--- config.mk ---
export PLATFORM = sky130hd
export DESIGN_NAME = jnwtr_ckdivn
export DESIGN_NICKNAME = d
export VERILOG_FILES = /design/src/rtl/jnwtr_ckdiv_pkg.sv /design/src/rtl/jnwtr_ckdivn.sv
export SDC_FILE = /design/constraint.sdc
export NUM_CORES = 1
export LEC_CHECK = 0
export BUFFER_PORTS_ARGS = -buffer_cell sky130_fd_sc_hd__buf_2
export CAP_MARGIN = 20
export CORE_ASPECT_RATIO = 0.7
export CORE_MARGIN = 2
export CORE_UTILIZATION = 52
export CTS_CLUSTER_DIAMETER = 150
export DETAILED_ROUTE_END_ITERATION = 8
export HOLD_SLACK_MARGIN = 0.05
export PLACE_DENSITY = 0.75
export SYNTH_ARGS = -nofsm -noshare
export SYNTH_HDL_FRONTEND = slang
export SYNTH_SLANG_ARGS = --single-unit
--- constraint.sdc ---
create_clock -name CK -period 3.4 [get_ports CK]
set_input_delay 0 -clock CK [delete_from_list [all_inputs] [get_ports CK]]
set_output_delay 0 -clock CK [all_outputs]
set_load 0.01 [all_outputs]
--- src/rtl/jnwtr_ckdiv_pkg.sv ---
// Shared definitions for the programmable clock divider.
//   ckdiv_state_e : divider FSM states (IDLE, RUN, STOP)
//   DIV_MIN       : smallest ratio the divider will run at
//   clamp_div()   : lifts requested ratios below DIV_MIN up to DIV_MIN
package jnwtr_ckdiv_pkg;

  typedef enum logic [1:0] {
    IDLE = 2'd0,
    RUN  = 2'd1,
    STOP = 2'd2
  } ckdiv_state_e;

  localparam int unsigned DIV_MIN = 2;

  // Ratios 0 and 1 cannot produce a high and a low phase, so they run as 2.
  function automatic logic [31:0] clamp_div(input logic [31:0] d);
    return (d < 32'(DIV_MIN)) ? 32'(DIV_MIN) : d;
  endfunction

endpackage

--- src/rtl/jnwtr_ckdivn.sv ---
// Programmable integer clock divider with a glitch-free stop.
// Divides CK by the active ratio N into CKO. The high phase is H = (N+1)>>1
// cycles and the low phase is N-H cycles. A stop request never truncates a
// period; the divider parks at the next period boundary.
//
// Ports:
//   CK        in   clock, all logic on posedge
//   RN        in   synchronous active-low reset
//   EN        in   run request (level)
//   DIV       in   requested ratio, captured when LOAD=1
//   LOAD      in   one-cycle strobe capturing DIV into the pending register
//   CKO       out  divided clock (registered)
//   CKO_PLS   out  one-cycle pulse in the first CK cycle of each CKO period
//   ACK       out  one-cycle pulse when the pending ratio becomes active
//   DIV_ACT   out  currently active ratio
//   RUNNING   out  high in RUN and STOP
//   DBG_STATE out  FSM state, for observation only
//
// Ratio handshake: LOAD is a fire-and-forget request (no back-pressure). A
// captured ratio stays pending until the first period boundary after the
// capture edge (or the next edge while idle), where it becomes active and
// ACK pulses once. A LOAD while a ratio is pending replaces that ratio and
// still yields a single ACK.
module jnwtr_ckdivn
  import jnwtr_ckdiv_pkg::*;
#(
  parameter int DIV_W   = 8,
  parameter int DIV_RST = 2
) (
  input  logic             CK,
  input  logic             RN,
  input  logic             EN,
  input  logic [DIV_W-1:0] DIV,
  input  logic             LOAD,
  output logic             CKO,
  output logic             CKO_PLS,
  output logic             ACK,
  output logic [DIV_W-1:0] DIV_ACT,
  output logic             RUNNING,
  output logic [1:0]       DBG_STATE
);

  localparam logic [DIV_W-1:0] DIV_RST_W = DIV_W'(DIV_RST);
  localparam logic [DIV_W-1:0] ONE_W     = DIV_W'(1);
  localparam logic [DIV_W:0]   ONE_W1    = (DIV_W+1)'(1);

  ckdiv_state_e     state_q;
  logic [DIV_W-1:0] cnt_q;
  logic             cko_q;
  logic             pls_q;
  logic             ack_q;
  logic             run_q;
  logic [DIV_W-1:0] div_act_q;
  logic [DIV_W-1:0] pend_q;
  logic             pend_vld_q;

  logic [DIV_W-1:0] cnt_d;
  logic [DIV_W:0]   high_len;
  logic             boundary;
  logic             apply;
  logic [DIV_W-1:0] div_clamped;

  // One extra bit so (N+1) does not wrap for the largest ratio.
  assign high_len    = ({1'b0, div_act_q} + ONE_W1) >> 1;
  assign cnt_d       = (cnt_q == div_act_q - ONE_W) ? '0 : cnt_q + ONE_W;
  assign boundary    = (state_q != IDLE) && (cnt_d == '0);
  // pend_vld_q only becomes visible the edge after a LOAD, so a LOAD that
  // coincides with a boundary is naturally held for the following one.
  assign apply       = pend_vld_q && ((state_q == IDLE) || boundary);
  assign div_clamped = DIV_W'(clamp_div(32'(DIV)));

  always_ff @(posedge CK) begin
    if (!RN) begin
      state_q    <= IDLE;
      cnt_q      <= '0;
      cko_q      <= 1'b0;
      pls_q      <= 1'b0;
      ack_q      <= 1'b0;
      run_q      <= 1'b0;
      div_act_q  <= DIV_RST_W;
      pend_q     <= DIV_RST_W;
      pend_vld_q <= 1'b0;
    end else begin
      ack_q <= apply;
      if (apply) begin
        div_act_q <= pend_q;
      end
      // A fresh capture wins over clearing: it belongs to a later boundary.
      if (LOAD) begin
        pend_q     <= div_clamped;
        pend_vld_q <= 1'b1;
      end else if (apply) begin
        pend_vld_q <= 1'b0;
      end

      case (state_q)
        IDLE: begin
          if (EN) begin
            state_q <= RUN;
            cnt_q   <= '0;
            cko_q   <= 1'b1;
            pls_q   <= 1'b1;
            run_q   <= 1'b1;
          end else begin
            cko_q <= 1'b0;
            pls_q <= 1'b0;
            run_q <= 1'b0;
          end
        end
        RUN, STOP: begin
          if ((state_q == STOP) && boundary && !EN) begin
            state_q <= IDLE;
            cnt_q   <= '0;
            cko_q   <= 1'b0;
            pls_q   <= 1'b0;
            run_q   <= 1'b0;
          end else begin
            // STOP keeps counting exactly like RUN, so re-raising EN
            // resumes with no phase disturbance.
            state_q <= EN ? RUN : STOP;
            cnt_q   <= cnt_d;
            cko_q   <= ({1'b0, cnt_d} < high_len);
            pls_q   <= boundary;
            run_q   <= 1'b1;
          end
        end
        default: begin
          state_q <= IDLE;
          cnt_q   <= '0;
          cko_q   <= 1'b0;
          pls_q   <= 1'b0;
          run_q   <= 1'b0;
        end
      endcase
    end
  end

  assign CKO       = cko_q;
  assign CKO_PLS   = pls_q;
  assign ACK       = ack_q;
  assign DIV_ACT   = div_act_q;
  assign RUNNING   = run_q;
  assign DBG_STATE = state_q;

endmodule

==> reports/metrics.cfg <==
[run_status]
status = completed

[setup_path]
timing.rr.start = DIV_ACT[0]$_SDFFE_PN0P_
path_max_fanout = 8
path_buf_inv = 1
r2r-end = CKO$_SDFF_PN0_
setup.worst_path.start_class = flip-flop
critPathKind = flip-flop to flip-flop
path_cells = inv_1, ha_2, o21ba_2, a221oi_1, a41oi_1, a211oi_4, nor2_1, ha_1, a21o_1, a211oi_1, o21ai_1, nor3b_1, a21oi_1, a2111oi_2
crit_arrival_ns = 3.23
cp_slowest_cell = dfxtp_2
cp.required_ns = 3.59
r2r_slack_ns = 0.36
max_stage_delay_ns = 0.33
startpoint = DIV_ACT[0]$_SDFFE_PN0P_
cpLargestDelayFamily = compound AO/OA/AOI/OAI gates
endpoint_kind = flip-flop
reg2reg_depth = 14

[logic_synthesis]
synth-edff-count = 0
ys_ff_latch = 31
synthAdderAreaFrac_pct = 7.558
muxShareOfSynthArea_pct = 6.512
synth-simple-area-share_pct = 25.29
synth-xor-area-share_pct = 7.326
syn-num-nets = 287
synth_top_area_cell = dfxtp_1
synth.avg_cell_area_um2 = 8.214
synth_compound_area_share_pct = 17.50
netlist_area_um2 = 2152
synth-main-ff-cell = dfxtp_1
synth_top_family_by_area = simple AND/OR/NAND/NOR gates
ys_types = 52
ys_seq_area_share_pct = 28.84
ys_top_cells_by_area = dfxtp_1, ha_1, mux2i_1
netlist_instances = 262
synth_top_area_share_pct = 28.84
synth-warning-count = 0
async_reset_ff_share_pct = 0

[sta]
rsz0062_at_grt = false
setup_viol = 0
final_hold_viol_count = 0
fmax_ghz = 0.3289
slew_viol_final = 0
period_share_pct = 89.42
setup_tns_ns = 0
worst_pin_slew_ns = 0.6248
skew_ns = 0.007092
relSlewSlack_pct = 57.76
period_needed_ns = 3.040
fin_ws_ns = 0.3596
whs_ns = 0.07321

[flow_run]
cap_violations = 0

[cells_and_area]
regArea_um2 = 623.1
area_delta_synth_final_pct = 14.19
final_util_pct = 62.27
drive_above_1_share_pct = 18.62
multi_input_area_um2 = 1384
instances_no_fill = 342
postLayoutCellArea_um2 = 2457
nFillCells = 401
layout.nets = 314
n_antenna_cell = 0

[pwr]
p_leak_nw = 0.9898
ir_drop_v = 0.0003006
powerDensity_nw_per_um2 = 335.2
power_mw = 0.8238

[global_route]
grt_pass1_vias = 1730
grt_usage_pct = 23.53
grt_overflow = 0
grt_max_degree = 31
antenna_found_initial = 0
grt_pass1_wl_um = 8404

[placed_design]
preCtsSetupSlack_ns = 0.2365
port_buffers = 25
gp_congestion = 0.8835
post-dp-hpwl_um = 3568
dpl_cell_area_um2 = 2292
dp.cells = 326

[clock_network]
h-tree-depth = 2
clock_sinks = 31
clk_latency_ns = 0.29
cts_tree = built
cts_root_buf = clkbuf_8
cts_buffers = 5
path_clk_slew_ns = 0.07
max-clock-path-buffers = 2

[worst_hold_path]
hp-class = input port to flip-flop
hold_end = pend_q[0]$_SDFFE_PN0P_
hold_depth = 4
min_from = DIV[0]

[routing]
drtIter0Drc = 91
drc = 0
wirelength_um = 4928
via_per_inst = 5.532
wl_per_cell_um = 14.41
antenna_left = 0
drtPass1Iterations = 4
vias = 1892

[floorplanning]
die_w_um = 80.89
core-area_um2 = 3946
die_height_um = 57.83
start_util_pct = 54.53
ios = 26
die-area_um2 = 4677
num_rows = 19

==> worst register-to-register path: cells and delay by family, from the launching register on <==
family	cells	cell delay, ns
AOI/OAI and AO/OA	9	1.79
DFF	1	0.33
buffers and inverters	1	0.05
adders and majority gates	2	0.54
and+or+nand+nor	2	0.27
==> repair_timing <==
action	4_1_cts	5_1_grt
setup buffers	0	1
hold buffers	7	0
endpoints found under the hold margin	7	0
resized for setup	0	1
setup endpoints to repair	0	1
==> state kept, by name, indices dropped and copies added, names as in the netlist <==
name	cells
cnt_q	8
ACK	1
CKO	1
pend_q	8
pend_vld_q	1
CKO_PLS	1
DIV_ACT	8
DBG_STATE	2
RUNNING	1
==> logic make-up after synthesis <==
logic type	after synthesis
multiplexers	14
adder cells (fa/ha/maj)	13
AND/OR/NAND/NOR	104
flip-flops	31
XOR/XNOR	18
buffers and inverters	31
AO/OA/AOI/OAI	51
==> placed cells by master (no fill, tap or decap), types with 2 or more instances in the layout <==
cell type / Yosys / routed
a41oi_1: 2 / 2
o21bai_1: 2 / 2
or2_2: 3 / 3
nor2_1: 14 / 14
xor2_1: 7 / 7
nand3_1: 10 / 10
nor2b_1: 8 / 8
dfxtp_2: 0 / 2
nand2_1: 33 / 33
o21a_1: 5 / 5
nor3_1: 8 / 8
dlygate4sd3_1: 0 / 7
a211oi_1: 3 / 3
o21ai_0: 8 / 7
nand4_1: 3 / 3
and3_1: 4 / 4
buf_2: 6 / 25
a21oi_1: 9 / 9
dfxtp_1: 31 / 29
o22ai_1: 2 / 2
o31a_1: 2 / 2
nand4b_1: 2 / 2
o211ai_1: 4 / 4
ha_1: 13 / 12
nor4b_1: 2 / 2
xnor2_1: 11 / 11
inv_1: 10 / 10
a31oi_1: 2 / 2
clkbuf_8: 0 / 5
and2_1: 3 / 3
buf_4: 0 / 9
nand2b_1: 7 / 7
mux2i_1: 14 / 14
==> per-layer routing <==
metal	GRT usage, %	part of all wire (%)
met1	35.15	51
met2	34.12	43
met3	5.296	5.6
met4	6.295	0.77
met5	0	0
==> area by class of cell <==
class,count,area share [%]
multi-input combinational,200,56.31
sequential,31,25.36
timing repair buffer,41,10.69
clock buffer,6,2.953
tap,52,2.648
inverter,10,1.527
clock inverter,2,0.5092
==> cell usage after synthesis, types with 2 or more instances <==
cell	count
a41oi_1	2
or2_2	3
nand2_1	33
dfxtp_1	31
a31oi_1	2
nor2b_1	8
and3_1	4
nand4_1	3
buf_2	6
o211ai_1	4
o31a_1	2
clkbuf_2	3
buf_6	3
o21bai_1	2
nand4b_1	2
o22ai_1	2
clkbuf_1	8
nor2_1	14
inv_1	10
nand2b_1	7
nor4b_1	2
and2_1	3
xor2_1	7
o21ai_0	8
nand3_1	10
o21a_1	5
a21oi_1	9
xnor2_1	11
mux2i_1	14
a211oi_1	3
nor3_1	8
ha_1	13
==> power breakdown <==
| group | internal (mW) | total [mW] | switching, mW |
|---|---|---|---|
| Clock | 0.143 | 0.289 | 0.146 |
| Sequential | 0.379 | 0.389 | 0.0106 |
| Combinational | 0.0661 | 0.145 | 0.0793 |
==> how the worst max path moves through the flow <==
stage	cells after the start	endpoint
floorplan	17	CKO$_SDFF_PN0_
global placement	14	CKO$_SDFF_PN0_
detailed placement	14	CKO$_SDFF_PN0_
CTS	14	CKO$_SDFF_PN0_
global route	12	CKO$_SDFF_PN0_
finish	14	CKO$_SDFF_PN0_
Power figures use the tool's default switching activity.
